**src/rtl/ps2_host_tx.sv**
```systemverilog
// PS/2 host-to-device byte transmitter: inhibit, request-to-send, 10 device-clocked bits, ACK check.
// Latency: INHIBIT_CYC+2 cycles to clock release, then paced by the device clock (~1 ms per byte at 12.5 kHz).
// Backpressure: tx_ready only in IDLE; tx_valid while busy is dropped, never queued. Optional: PS2_TX_RETRY_EN.
module ps2_host_tx #(
    parameter int INHIBIT_CYC     = 10000,
    parameter int REQ_TIMEOUT_CYC = 1500000,
    parameter int PKT_TIMEOUT_CYC = 200000,
    parameter int RETRY_MAX       = 2
) (
    input  logic       clk,
    input  logic       rstn,
    input  logic [7:0] tx_data,
    input  logic       tx_valid,
    output logic       tx_ready,
    input  logic       ps2_clk_i,
    input  logic       ps2_data_i,
    output logic       ps2_clk_oe,
    output logic       ps2_data_oe,
    output logic       busy,
    output logic       tx_done,
    output logic       tx_err,
    output logic [1:0] err_code
);

    typedef enum logic [2:0] {
        S_IDLE,
        S_INHIBIT,
        S_START,
        S_REQ,
        S_DATA,
        S_ACK,
        S_WAIT_IDLE
    } state_t;

    localparam logic [20:0] INH_LAST = 21'(INHIBIT_CYC - 1);
    localparam logic [20:0] REQ_TO   = 21'(REQ_TIMEOUT_CYC);
    localparam logic [20:0] PKT_TO   = 21'(PKT_TIMEOUT_CYC);
    localparam logic [3:0]  RETRY_LIM = 4'(RETRY_MAX);
`ifdef PS2_TX_RETRY_EN
    localparam bit RETRY_ON = 1'b1;
`else
    localparam bit RETRY_ON = 1'b0;
`endif

    localparam logic [1:0] ERR_REQ = 2'b01;
    localparam logic [1:0] ERR_PKT = 2'b10;
    localparam logic [1:0] ERR_ACK = 2'b11;

    // Synchronizers: [0]=s1, [1]=s2, [2]=s3 (clock only needs s3 for edge detect)
    logic [2:0] clk_sync_q, clk_sync_d;
    logic [1:0] data_sync_q, data_sync_d;

    state_t      state_q, state_d;
    logic [20:0] cnt_q, cnt_d, cnt_inc;
    logic [3:0]  idx_q, idx_d;
    logic [9:0]  frame_q, frame_d;
    logic [3:0]  retry_q, retry_d;
    logic        clk_oe_q, clk_oe_d;
    logic        data_oe_q, data_oe_d;
    logic        done_q, done_d;
    logic        err_q, err_d;
    logic [1:0]  err_code_q, err_code_d;

    logic       clk_fall;
    logic       clk_s2;
    logic       data_s2;
    logic       fail;
    logic [1:0] fail_code;

    assign clk_s2   = clk_sync_q[1];
    assign data_s2  = data_sync_q[1];
    assign clk_fall = ~clk_sync_q[1] & clk_sync_q[2];

    // Shift the raw line levels into the synchronizer chains
    always_comb begin
        clk_sync_d  = {clk_sync_q[1:0], ps2_clk_i};
        data_sync_d = {data_sync_q[0], ps2_data_i};
    end

    // Synchronizer flops idle high so reset never produces a false falling edge
    always_ff @(posedge clk or negedge rstn) begin
        if (!rstn) begin
            clk_sync_q  <= 3'b111;
            data_sync_q <= 2'b11;
        end else begin
            clk_sync_q  <= clk_sync_d;
            data_sync_q <= data_sync_d;
        end
    end

    // Saturating cycle counter shared by inhibit, request and packet timing
    always_comb begin
        cnt_inc = (cnt_q == {21{1'b1}}) ? cnt_q : cnt_q + 21'd1;
    end

    // Next-state logic for the transmit FSM and its registered outputs
    always_comb begin
        state_d    = state_q;
        cnt_d      = cnt_inc;
        idx_d      = idx_q;
        frame_d    = frame_q;
        retry_d    = retry_q;
        clk_oe_d   = clk_oe_q;
        data_oe_d  = data_oe_q;
        done_d     = 1'b0;
        err_d      = 1'b0;
        err_code_d = err_code_q;
        fail       = 1'b0;
        fail_code  = 2'b00;

        case (state_q)
            S_IDLE: begin
                clk_oe_d  = 1'b0;
                data_oe_d = 1'b0;
                cnt_d     = '0;
                if (tx_valid) begin
                    // Frame is {stop, odd parity, data}, shifted out LSB first
                    frame_d  = {1'b1, ~^tx_data, tx_data};
                    idx_d    = '0;
                    retry_d  = '0;
                    clk_oe_d = 1'b1;
                    state_d  = S_INHIBIT;
                end
            end
            S_INHIBIT: begin
                if (cnt_q == INH_LAST) begin
                    data_oe_d = 1'b1;
                    state_d   = S_START;
                end
            end
            S_START: begin
                // Counter starts at 1 so REQ_TO equals cycles since clock release
                clk_oe_d = 1'b0;
                cnt_d    = 21'd1;
                state_d  = S_REQ;
            end
            S_REQ: begin
                if (clk_fall) begin
                    data_oe_d = ~frame_q[0];
                    idx_d     = 4'd1;
                    cnt_d     = 21'd1;
                    state_d   = S_DATA;
                end else if (cnt_q >= REQ_TO) begin
                    fail      = 1'b1;
                    fail_code = ERR_REQ;
                end
            end
            S_DATA: begin
                if (cnt_q >= PKT_TO) begin
                    fail      = 1'b1;
                    fail_code = ERR_PKT;
                end else if (clk_fall) begin
                    data_oe_d = ~frame_q[idx_q];
                    idx_d     = idx_q + 4'd1;
                    if (idx_q == 4'd9) begin
                        state_d = S_ACK;
                    end
                end
            end
            S_ACK: begin
                if (cnt_q >= PKT_TO) begin
                    fail      = 1'b1;
                    fail_code = ERR_PKT;
                end else if (clk_fall) begin
                    if (data_s2) begin
                        fail      = 1'b1;
                        fail_code = ERR_ACK;
                    end else begin
                        state_d = S_WAIT_IDLE;
                    end
                end
            end
            S_WAIT_IDLE: begin
                if (cnt_q >= PKT_TO) begin
                    fail      = 1'b1;
                    fail_code = ERR_PKT;
                end else if (clk_s2 && data_s2) begin
                    done_d  = 1'b1;
                    state_d = S_IDLE;
                end
            end
            default: begin
                clk_oe_d  = 1'b0;
                data_oe_d = 1'b0;
                state_d   = S_IDLE;
            end
        endcase

        // Any failure releases both lines; either retry from inhibit or report
        if (fail) begin
            data_oe_d = 1'b0;
            if (RETRY_ON && (retry_q < RETRY_LIM)) begin
                retry_d  = retry_q + 4'd1;
                clk_oe_d = 1'b1;
                cnt_d    = '0;
                idx_d    = '0;
                state_d  = S_INHIBIT;
            end else begin
                clk_oe_d   = 1'b0;
                err_d      = 1'b1;
                err_code_d = fail_code;
                state_d    = S_IDLE;
            end
        end
    end

    // FSM state and registered outputs; reset releases both lines immediately
    always_ff @(posedge clk or negedge rstn) begin
        if (!rstn) begin
            state_q    <= S_IDLE;
            cnt_q      <= '0;
            idx_q      <= '0;
            frame_q    <= '0;
            retry_q    <= '0;
            clk_oe_q   <= 1'b0;
            data_oe_q  <= 1'b0;
            done_q     <= 1'b0;
            err_q      <= 1'b0;
            err_code_q <= 2'b00;
        end else begin
            state_q    <= state_d;
            cnt_q      <= cnt_d;
            idx_q      <= idx_d;
            frame_q    <= frame_d;
            retry_q    <= retry_d;
            clk_oe_q   <= clk_oe_d;
            data_oe_q  <= data_oe_d;
            done_q     <= done_d;
            err_q      <= err_d;
            err_code_q <= err_code_d;
        end
    end

    assign tx_ready    = (state_q == S_IDLE);
    assign busy        = (state_q != S_IDLE);
    assign ps2_clk_oe  = clk_oe_q;
    assign ps2_data_oe = data_oe_q;
    assign tx_done     = done_q;
    assign tx_err      = err_q;
    assign err_code    = err_code_q;

endmodule
```
**config.mk**
```make
export PLATFORM = sky130hd
export DESIGN_NAME = ps2_host_tx
export DESIGN_NICKNAME = d
export VERILOG_FILES = /design/src/rtl/ps2_host_tx.sv
export SDC_FILE = /design/constraint.sdc
export NUM_CORES = 1
export LEC_CHECK = 0
export BUFFER_PORTS_ARGS = -buffer_cell sky130_fd_sc_hd__buf_2
export CELL_PAD_IN_SITES_DETAIL_PLACEMENT = 1
export CELL_PAD_IN_SITES_GLOBAL_PLACEMENT = 1
export CORE_MARGIN = 2
export CORE_UTILIZATION = 43
export CTS_CLUSTER_SIZE = 30
export DETAILED_ROUTE_END_ITERATION = 10
export GPL_ROUTABILITY_DRIVEN = 0
export PLACE_DENSITY = 0.78
export SYNTH_ARGS = -nofsm -noshare
export SYNTH_HDL_FRONTEND = slang
export SYNTH_SLANG_ARGS = --single-unit
```
**constraint.sdc**
```tcl
create_clock -name clk -period 2 [get_ports clk]
set_clock_uncertainty 0.2 [all_clocks]
set_input_delay 0.4 -clock clk [delete_from_list [all_inputs] [get_ports clk]]
set_output_delay 0.4 -clock clk [all_outputs]
set_load 0.1 [all_outputs]
```
Word level (Yosys, flattened, before mapping)
Index checks and enable logic that the tools add are counted.
W data, S select, Z words.
{ "word_totals": {"output_inout_bits": 8, "regBits": 49, "input_bits": 13} }
{ "op_classes": {"n_reduce_logical": 12, "n_addsub": 2, "n_bitwise": 4, "eq_ne": 26, "magnitude_cmp": 3, "n_mux": 50} }
{ "ops": {"columns": ["cell", "n"], "rows": [
  ["$pmux W21 S3", 1],
  ["$mux W21", 2],
  ["$mux W3", 12],
  ["$ne A3 B3 Y1 const B", 10],
  ["$add A21 B1 Y21 const B", 1],
  ["$eq A21 B14 Y1 const B", 1],
  ["$eq A21 B21 Y1 const B", 1],
  ["$ge A21 B18 Y1 const B", 1],
  ["$ge A21 B21 Y1 const B", 1],
  ["$pmux W3 S7", 1],
  ["$mux W1", 20],
  ["$mux W4", 4],
  ["$pmux W4 S3", 1],
  ["$reduce_and A11 Y1", 1],
  ["$reduce_and A5 Y1", 2],
  ["$eq A3 B3 Y1 const B", 3],
  ["$mux W2", 4],
  ["$ne A2 B2 Y1 const B", 4],
  ["$reduce_xnor A8 Y1", 1],
  ["$eq A3 B2 Y1 const B", 2],
  ["$pmux W2 S3", 1],
  ["$reduce_bool A3 Y1", 2],
  ["$lt A4 B5 Y1 const B", 1],
  ["$reduce_or A5 Y1", 1],
  ["other kinds (16)", 19]
]} }

Logic depth before layout (Yosys ltp)
Gate-level depths: netlist of the first run.
{ "logic_depth": {"depth_word": 7, "mapped_depth": 7} }

Worst setup path before layout of the first run
OpenSTA, ideal clock, no wires.
{ "synth_path": {"path_type": "register to register", "start": "reg state_q[2]", "end": "reg data_oe_q, in the netlist ps2_data_oe", "period_less_slack_ns": 4.805, "path_buffers": 1, "t_arrival_ns": 4.475, "setup_time_ns": 0.130, "t_required_ns": 1.670, "setup_slack_ns": -2.805, "path_stages_with_launch": 7, "cell_sequence": "dfrtp_1 clkbuf_1 nor3_1 inv_1 o21ai_0 o22a_1 a211oi_2"} }
{ "synth_via": {"elab_chain_len": 5, "elab_cells_between_ends": 17, "cone_classes": "eq/ne (11); mux (3); reduce/logical (3)"} }
{ "synth_lines": {"columns": ["element", "line", "rtl"], "rows": [
  ["start: declaration", "53", "state_t state_q, state_d;"],
  ["start signal: assignment", "221", "state_q <= state_d;"],
  ["$eq A3 B3 Y1", "111", "case (state_q)"],
  ["$reduce_or A2 Y1 (no line)", null, null],
  ["$pmux W1 S3", "111", null],
  ["$ne A3 B3 Y1 (no line) or $ne A2 B1 Y1 (tied branches)", null, null],
  ["$reduce_and A5 Y1 (no line)", null, null],
  ["end signal: assignment", "227", "data_oe_q <= data_oe_d;"],
  ["end: declaration", "59", "logic data_oe_q, data_oe_d;"]
]} }
Several ways; a longest one is shown, not always the timed one.
A chain may end at the register's enable or synchronous reset.

Worst setup path in the final report of the first run
{ "layout_path": {"start": "reg cnt_q[11]", "end": "reg data_oe_q, in the netlist ps2_data_oe"} }
{ "layout_via": {"elab_chain_len": 6, "elab_cells_between_ends": 15, "cone_classes": "order compare (2); eq/ne (6); mux (6); reduce/logical (1)"} }
{ "layout_lines": {"columns": ["element", "line", "rtl"], "rows": [
  ["start: declaration", "54", "logic [20:0] cnt_q, cnt_d, cnt_inc;"],
  ["start signal: assignment", "222", "cnt_q <= cnt_d;"],
  ["$ge A21 B21 Y1", "143", "end else if (cnt_q >= REQ_TO) begin"],
  ["$mux W1", "143", null],
  ["$mux W1", "138", "if (clk_fall) begin"],
  ["$pmux W1 S3", "111", null],
  ["$ne A3 B3 Y1 (no line) or $ne A2 B1 Y1 (tied branches)", null, null],
  ["$reduce_and A5 Y1 (no line)", null, null]
]} }
Several ways; a longest one is shown, not always the timed one.

==> results of run 1 <==
cells in the mapped netlist (2+ instances only):
cell and count:
a21oi_1 21, a311oi_1 2, a31o_2 2, a31oi_1 5, and2_1 4, and4_1 4
buf_2 8, clkbuf_1 6, dfrtp_1 44, dfstp_2 5, ha_1 5, inv_1 10
mux2_2 12, mux2i_1 3, mux4_2 2, nand2_1 18, nand2b_1 2, nand3_1 10
nand3b_1 2, nand4_1 7, nand4_2 2, nor2_1 21, nor2b_1 4, nor3_1 6
nor3b_1 2, nor4_1 2, nor4b_1 2, o211ai_1 3, o21ai_0 15, o21ai_1 4
o21ai_2 2, o311ai_2 2, o31ai_1 2, or3_1 11, or4_1 2, xnor2_1 13
xor2_1 2
how the worst max path moves through the flow:
stage	from	slack (ps)	to
floorplan	state_q[0]	-800	ps2_data_oe
global placement	cnt_q[14]	-50	state_q[0]
detailed placement	cnt_q[0]	-110	ps2_data_oe
CTS	state_q[2]	-70	tx_ready
global route	state_q[1]	-200	state_q[0]
finish	cnt_q[11]	-140	ps2_data_oe
power groups by stage:
stage               logic (W)  clock network (W)  registers [W]
floorplan           0.0000298                  0        0.00102
global placement    0.0000731                  0        0.00102
detailed placement  0.0000789                  0        0.00102
CTS                 0.0000868           0.000640        0.00100
global route        0.0000994           0.000680        0.00101
finish              0.0000915           0.000649        0.00101
critical path, stage by stage (launching register included):
cell      delay, ps
dfrtp_2         470
or4_4           580
o311ai_4        420
o21ai_4         200
a211oi_2        200
timing repair:
item | CTS | global route
pin swaps | 3 | 14
endpoints found under the setup margin | 17 | 26
hold buffers | 3 | 0
cloned | 0 | 1
buffers inserted | 6 | 12
resized for setup | 30 | 61
hold endpoints to repair | 46 | 0
state kept, by name, summed over array words and instances, names as in the netlist:
signal,flops
clk_sync_q,3
cnt_q,21
data_sync_q,2
err_code,2
frame_q,10
idx_q,4
ps2_clk_oe,1
ps2_data_oe,1
state_q,3
tx_done,1
tx_err,1
routing by layer:
metal	vias to the layer above	wire (µm)	track usage, %
li1	1242	-	-
met1	1520	4820	35.7
met2	159	5920	46.2
met3	68	672	4.91
met4	0	784	13.3
met5	-	0	0
placed cells by master (no fill, tap or decap), types with 5 or more instances in the layout:
| master | count |
|---|---|
| buf_2 | 18 |
| xnor2_1 | 13 |
| dfrtp_1 | 34 |
| clkbuf_8 | 5 |
| nand4_1 | 7 |
| nand2_1 | 16 |
| a21oi_1 | 15 |
| dfstp_2 | 5 |
| a21oi_2 | 6 |
| nor2_1 | 18 |
| nand3_1 | 10 |
| dfrtp_2 | 10 |
| buf_6 | 11 |
| buf_4 | 54 |
| or3_1 | 7 |
| inv_1 | 9 |
| o21ai_1 | 8 |
| o21ai_0 | 10 |
| mux2_4 | 10 |
kinds of logic after synthesis:
| group | Yosys count |
|---|---|
| adder cells (fa/ha/maj) | 5 |
| AND/OR/NAND/NOR | 109 |
| XOR/XNOR | 15 |
| buffers and inverters | 27 |
| AO/OA/AOI/OAI | 72 |
| flip-flops | 49 |
| multiplexers | 17 |
per-stage QoR:
step                      area, µm²  setup slack, ps
after floorplan                2970             -797
after global placement         3460            -48.3
after detailed placement       3460             -107
after CTS                      3770            -66.3
after global routing           4120             -199
final                          4120             -144
final cells by class:
type / instances / area share, %
sequential: 49 / 30.2
multi-input combinational: 218 / 46.7
timing repair buffer: 90 / 17.7
tap: 77 / 2.34
inverter: 10 / 0.912
clock inverter: 2 / 0.365
clock buffer: 6 / 1.76
==> out/results.ini, run 1 <==
[synth]
avgSynthCellArea_um2=9.86
synth_top_cell_area_share_pct=38.0
synth_top_family_by_area=simple AND/OR/NAND/NOR gates
ys_seq_area_share_pct=42.5
synth_xor_xnor_area_share_pct=4.53
synth_compound_area_share_pct=17.0
synthTopCellsByArea=dfrtp_1 38%, mux2_2 4.7%, dfstp_2 4.5%
synth_top_area_cell=dfrtp_1
syn-num-nets=312
ys.warnings.count=0
synth_fa_ha_area_share_pct=2.16
yosys_register_bits=49
muxShareOfSynthArea_pct=7.25
ys.flop_type=dfrtp_1
async_flop_share_pct=100
yosysUniqueCellTypes=64
synth_cells=294
syn-cell-area_um2=2900
synth_edf_count=0
synth-simple-area-share_pct=22.3

[cts]
cts.clk_slew.worst_paths_ps=110
clk-insertion-delay-late_ps=330
cts_tree=done
cts_buffers=5
cts_buffer_depth=2
h-tree-depth=2
cts_sinks=49
cts_root_buf=clkbuf_8

[power]
pwr-share-comb_pct=5.2
power.switching_w=0.000458
total_power_w=0.00175
p_leak_nw=1.75
seqPwrFrac_pct=57.6
max-vdd-ir-drop_mv=0.500
clkPwrFrac_pct=37.2
powerDensity_nw_per_um2=424
power_switching_share_pct=26.2
p_int_w=0.00129

[floorplan]
die-area_um2=7420
die_h_um=86.1
die_w_um=86.1
start_util_pct=45.2
coreArea_um2=6420
pin_count=21
rows=29

[sta]
finalSetupViolations=18
drv_slew=0
rsz0062_at_grt=true
fin_crit_ps=2140
relSlewSlack_pct=67.4
hold_violations=0
tns_ps=-1190
whs_ps=132
fmax_mhz=466
worstMarginPinSlew_ps=489
fin_ws_ps=-144
timing.final.crit_share_pct=107

[detailed_routing]
drc_errors=0
initialDrtViolationCount=243
ant_nets=0
drtPass1Iterations=5
vias=2989
via_per_inst=6.61
wl_mm=12.2
detail_route.wl_per_cell_um=27.0

[cells_and_area]
diodes=0
final_util_pct=64.1
area_growth_pct=42.0
regArea_um2=1240
multi_input_area_um2=1920
nets=392
stdcell_count=452
drive_gt1_share_pct=49.1
fillCellCount=679

[min_path]
hold_end=frame_q[3]
hold_path.class=input pin to flip-flop
hp-start=tx_data[3]
holdPathStages=2

[flow_run]
max_cap_violations=0

[setup_path]
critPathCaptureType=flip-flop
r2r_cells=4
crit_fanout=6
required_ps=2050
crit_type=flip-flop to flip-flop
worstReg2RegStart=cnt_q[11]
r2r-end=ps2_data_oe
crit_arrival_ps=2190
ff2ff_setup_slack_ps=-140
crit_path_start_kind=flip-flop

[placed_design]
dp_cells=422
port_buffers=20
dp_hpwl_mm=6.39

[global_routing]
grt_pass1_vias=2902
grt_pass1_wl_mm=15.8
grtUsageTotal_pct=28.1
grt_max_degree=50
grt.overflow.total=0
antenna_found_initial=0

[run_status]
status=finished, violations left
violations=negative setup slack

No activity file was read; power rests on OpenSTA's default activity.
==> run 2: changes to the inputs <==
- clock period: 2 -> 1.9 ns (I/O delays scaled with it)
==> run 2 against run 1 <==
  * The flow still finishes with violations (negative setup slack)
  * Sequential share of layout area fell by 2.3 points
  * Total power rose by 13%
  * Combinational power rose by 19%
  * Non-clock buffer count rose by 25
  * Cell count rose by 5.8%
  * Worst hold slack got worse by 5.4 ps
  * Design area rose by 8.4%
  * Clock-buffer cell count did not move
  * First-iteration DRC count rose by 25%
  * Die area did not move
  * Largest power group unchanged
==> out/results.ini, run 2 (synthesis results as in run 1) <==
[run_status]
status=finished, violations left
violations=negative setup slack

[cells_and_area]
drive_gt1_share_pct=56.1  ; +7.0 points
final_util_pct=69.5  ; +5.4 points
diodes=0  ; unchanged
final_common_cell=buf_4
largest-register=cnt_q
layout_common_cells=74 x buf_4, 34 x dfrtp_1, 18 x buf_2
finalInstanceArea_um2=4460  ; +8.4%
largest_reg_flops=21  ; unchanged
largest_registers=cnt_q (21), frame_q (10), idx_q (4)
stdcell_count=478  ; +5.8%
nets=418  ; +6.6%
area_growth_pct=53.8

[floorplan]
die_h_um=86.1  ; unchanged
die-area_um2=7420  ; unchanged
rows=29  ; unchanged
pin_count=21  ; unchanged
coreArea_um2=6420  ; unchanged
start_util_pct=45.2  ; unchanged
die_w_um=86.1  ; unchanged

[sta]
worstMarginPinSlew_ps=539  ; +50.6 ps
drv_slew=0  ; unchanged
rsz0062_at_grt=true
timing.final.crit_share_pct=114  ; +7.2 points
hold_violations=0  ; unchanged
fin_crit_ps=2170  ; +28.9 ps
relSlewSlack_pct=63.6  ; -3.8 points
fmax_mhz=460  ; -1.3%
finalSetupViolations=41  ; +23
fin_ws_ps=-273  ; -129 ps

[power]
powerDensity_nw_per_um2=444  ; +4.7%
power_switching_share_pct=24.6  ; -1.7 points
power.switching_w=0.000487  ; +6.3%
p_int_w=0.00149  ; +16%
pwr-share-comb_pct=5.5  ; +0.3 points
total_power_w=0.00198  ; +13%
clkPwrFrac_pct=41.1  ; +3.9 points
max-vdd-ir-drop_mv=0.549  ; +9.8%
p_leak_nw=1.93  ; +10%
seqPwrFrac_pct=53.4  ; -4.2 points

[setup_path]
crit_slowest_cell=dfrtp_2
critPathCaptureType=flip-flop
worstReg2RegStart=cnt_q[12]
crit_arrival_ps=2180  ; about the same
ff2ff_setup_slack_ps=-270  ; -130 ps
crit_fanout=4  ; -2
cp_cell_sequence=buf_6, and4_4, and3_4, a311oi_4, nand4_1, mux2_2
r2r-end=cnt_q[18]
crit_type=flip-flop to flip-flop
slowest_delay_ps=460  ; -120 ps
r2r_cells=6  ; +2
required_ps=1910  ; -140 ps
crit_path_start_kind=flip-flop

[cts]
cts_buffers=5  ; unchanged
cts_root_buf=clkbuf_8
clk-insertion-delay-late_ps=330  ; about the same
h-tree-depth=2  ; unchanged
cts_buffer_depth=2  ; unchanged
cts_sinks=49  ; unchanged
cts_tree=done
cts.clk_slew.worst_paths_ps=100  ; about the same

[global_routing]
antenna_found_initial=0  ; unchanged
grt_pass1_vias=3270  ; +13%
use_met3_pct=5.97  ; +1.1 points
grt_pass1_wl_mm=18.2  ; +15%
grtUsageTotal_pct=32.3  ; +4.3 points
met1_usage_pct=41.0  ; +5.3 points
grt.overflow.total=0  ; unchanged
gr-usage-met2_pct=54.2  ; +8.0 points
grt_max_degree=50  ; unchanged
grt_busiest_layer=met2

[detailed_routing]
wl_mm=14.6  ; +20%
via_per_inst=6.69  ; +1.2%
drtPass1Iterations=5  ; unchanged
vias=3198  ; +7.0%
initialDrtViolationCount=304  ; +25%
detail_route.wl_per_cell_um=30.6  ; +13%
drc_errors=0  ; unchanged
ant_nets=0  ; unchanged

[placed_design]
postPlaceCellArea_um2=3650  ; +5.6%
dp_cells=442  ; +4.7%
dp_hpwl_mm=6.33  ; -0.86%
place_ws_ps=-147  ; -40.5 ps
port_buffers=20  ; unchanged

[flow_run]
max_cap_violations=0  ; unchanged

[min_path]
hold_path.class=input pin to flip-flop
holdPathStages=2  ; unchanged
hold_end=frame_q[0]
hp-start=tx_data[0]

[run 2: critical path, delay by kind of cell (launching register included)]
family	cells	cell delay, ps
AOI/OAI and AO/OA	1	310
buffers and inverters	1	130
DFF	1	460
muxes	1	340
and+or+nand+nor	3	610
[run 2: repair_timing]
item | 4_1_cts | 5_1_grt
resized for setup | 65 | 50
setup endpoints to repair | 31 | 43
hold buffers | 3 | 0
endpoints found under the hold margin | 46 | 0
setup buffers | 10 | 17
pin swaps | 30 | 40
cloned | 1 | 1
[run 2: power by group through the flow]
stage                     Combinational, W  Sequential, W  Clock (W)
after floorplan                  0.0000313        0.00108          0
after global placement           0.0000806        0.00108          0
after detailed placement         0.0000838        0.00108          0
after CTS                        0.0000896        0.00106   0.000773
after global routing              0.000115        0.00106   0.000856
final                             0.000109        0.00106   0.000814
[run 2: worst max-delay path by stage]
| stage | slack (ps) | endpoint | depth (start not counted) | start |
|---|---|---|---|---|
| 5_1_grt | -300 | idx_q[2] | 7 | state_q[0] |
| 6_report | -270 | cnt_q[18] | 6 | cnt_q[12] |
| 3_5_place_dp | -150 | cnt_q[18] | 6 | cnt_q[11] |
| 2_1_floorplan | -900 | ps2_data_oe | 6 | state_q[0] |
| 4_1_cts | -170 | tx_ready | 5 | state_q[1] |
| 3_3_place_gp | -90 | idx_q[0] | 5 | cnt_q[11] |
[run 2: metal layers]
layer	vias up	routed length, µm
li1	1298	-
met1	1598	5620
met2	222	7010
met3	80	1080
met4	0	899
met5	-	0
[run 2: layout make-up]
cell class              count  area (µm²)
well taps                  77        96.3
clock inverters             2        38.8
flip-flops and latches     49        1240
repair buffers            115         945
inverters                  10        37.5
fillers                   651        1960
multi-input cells         219        2030
clock buffers               6        72.6
[run 2: per-stage QoR]
step	setup TNS [ps]	hold WS, ps
2_1_floorplan	-6460	-116
3_3_place_gp	-792	146
3_5_place_dp	-1680	148
4_1_cts	-1780	134
5_1_grt	-6280	117
6_report	-4840	127
==> run 3: changes to the inputs <==
- PLACE_DENSITY: 0.78 -> default
- PLACE_DENSITY_LB_ADDON: default -> 0.1
==> run 3 against run 2 <==
  * Sequential share of layout area down 0.43 points
  * Worst hold slack worse by 13 ps
  * Die area did not move
  * Via count down 2.9%
  * Combinational power shrank 11%
  * Non-clock buffer count grew 9
  * Setup slack better by 2.5 ps
  * Global-route usage fell by 1.3 points
  * Clock power up 15%
  * Critical path depth did not move
  * The flow still finishes with violations (negative setup slack)
  * Clock-buffer cell count fell by 1
==> out/results.ini, run 3 (synthesis results as in run 1) <==
[power]
max-vdd-ir-drop_mv=0.409  ; -26%
p_leak_nw=2.02  ; +4.8%
powerDensity_nw_per_um2=461  ; +3.9%
total_power_w=0.00209  ; +5.7%

[floorplan]
coreArea_um2=6420  ; unchanged
die_h_um=86.1  ; unchanged
start_util_pct=45.2  ; unchanged
pin_count=21  ; unchanged
die-area_um2=7420  ; unchanged
die_w_um=86.1  ; unchanged
rows=29  ; unchanged

[flow_run]
max_cap_violations=0  ; unchanged

[cells_and_area]
largest-register=cnt_q
area_growth_pct=56.4
final_util_pct=70.6  ; +1.2 points
nets=427  ; +2.2%
fillCellCount=660  ; +1.4%
diodes=0  ; unchanged
drive_gt1_share_pct=55.4  ; -0.74 points
largest_reg_flops=21  ; unchanged
stdcell_count=487  ; +1.9%
final_common_cell=buf_4
largest_registers=cnt_q (21), frame_q (10), idx_q (4)
layout_common_cells=79 x buf_4, 33 x dfrtp_1, 19 x nor2_1

[detailed_routing]
dr_wl_met3_mm=1.01  ; -6.1%
drtPass1Iterations=5  ; unchanged
highest_layer=met4
met2WireLength_mm=6.50  ; -7.2%
drc_errors=0  ; unchanged
detail_route.wl_per_cell_um=27.9  ; -8.6%
vias=3106  ; -2.9%
wl_mm=13.6  ; -6.8%
ant_nets=0  ; unchanged
via_per_inst=6.38  ; -4.7%
wl_met1_mm=5.53  ; -1.5%
initialDrtViolationCount=275  ; -9.5%

[setup_path]
crit_path_start_kind=flip-flop
ff2ff_setup_slack_ps=-270  ; about the same
crit_type=flip-flop to flip-flop
critPathCaptureType=flip-flop
crit_fanout=6  ; +2
required_ps=1960  ; +50 ps
crit_arrival_ps=2230  ; +50 ps

[placed_design]
dp_hpwl_mm=6.44  ; +1.7%
dp_cells=445  ; +0.68%
port_buffers=20  ; unchanged
place_ws_ps=-165  ; -18.1 ps

[cts]
cts_buffer_depth=2  ; unchanged
cts_buffers=5  ; unchanged
clk-insertion-delay-late_ps=330  ; about the same
cts_root_buf=clkbuf_8
cts_sinks=49  ; unchanged
cts.clk_slew.worst_paths_ps=110  ; about the same
h-tree-depth=2  ; unchanged
cts_tree=done

[sta]
worstMarginPinSlew_ps=500  ; -39.9 ps
relSlewSlack_pct=66.9  ; +3.4 points
fmax_mhz=461  ; +0.12%
hold_violations=0  ; unchanged
finalSetupViolations=38  ; -7.3%
rsz0062_at_grt=true
drv_slew=0  ; unchanged
fin_ws_ps=-270  ; +2.51 ps
whs_ps=113  ; -13.5 ps
timing.final.crit_share_pct=114  ; -0.13 points
fin_crit_ps=2170  ; -2.51 ps

[run_status]
violations=negative setup slack
status=finished, violations left

[min_path]
hold_path.class=input pin to flip-flop

[global_routing]
grt_max_degree=50  ; unchanged
grt.overflow.total=0  ; unchanged
grt_pass1_vias=3197  ; -2.2%
grtUsageTotal_pct=31.1  ; -1.3 points
grt_pass1_wl_mm=17.3  ; -4.7%
antenna_found_initial=0  ; unchanged

run 3: worst max-delay path, stage by stage, from the launching register on:
cell and delay [ps]:
dfrtp_2 480, nand3_1 230, buf_4 210, a311oi_1 370, o22ai_2 200, a31o_2 300, a21oi_2 140
run 3: routing by layer:
layer	vias to the layer above	global-route usage, %
met5	-	0
met4	0	10.7
met3	55	4.91
met2	171	53.3
met1	1567	39.7
li1	1313	-
run 3: per-stage QoR:
step | TNS (ps) | area, µm²
after floorplan | -6460 | 2990
after global placement | -745 | 3660
after detailed placement | -1480 | 3660
after CTS | -479 | 4220
after global routing | -5720 | 4540
final | -3830 | 4540
run 3: what timing repair did:
item	in CTS	in global routing
gates cloned	1	2
pin swaps	15	38
endpoints found under the hold margin	46	0
setup endpoints to repair	29	33
resized for setup	58	53
buffers inserted	16	13
hold buffers	3	0
run 3: power breakdown:
part	total, W	internal, W	switching, W
combinational	0.0000968	0.0000430	0.0000538
sequential	0.00106	0.00105	0.00000604
clock	0.000938	0.000530	0.000408
run 3: layout make-up:
class,instances,area [µm²],area share [%]
well taps,77,96.3,2.12
multi-input cells,219,1980,43.6
flip-flops and latches,49,1250,27.5
clock buffers,5,68.8,1.52
repair buffers,124,1040,22.9
clock inverters,3,68.8,1.52
inverters,10,37.5,0.827
run 3: path summary, 6_finish.rpt:
path / startpoint / end / cells past startpoint
max in group asynchronous: rstn / clk_sync_q[1] / 3
worst max-delay path: cnt_q[10] / state_q[0] / 6
min in group asynchronous: rstn / tx_done / 3
worst max register to register: cnt_q[10] / state_q[0] / 6
worst min register to register: data_sync_q[0] / data_sync_q[1] / 0
worst min-delay path: tx_data[6] / frame_q[6] / 2
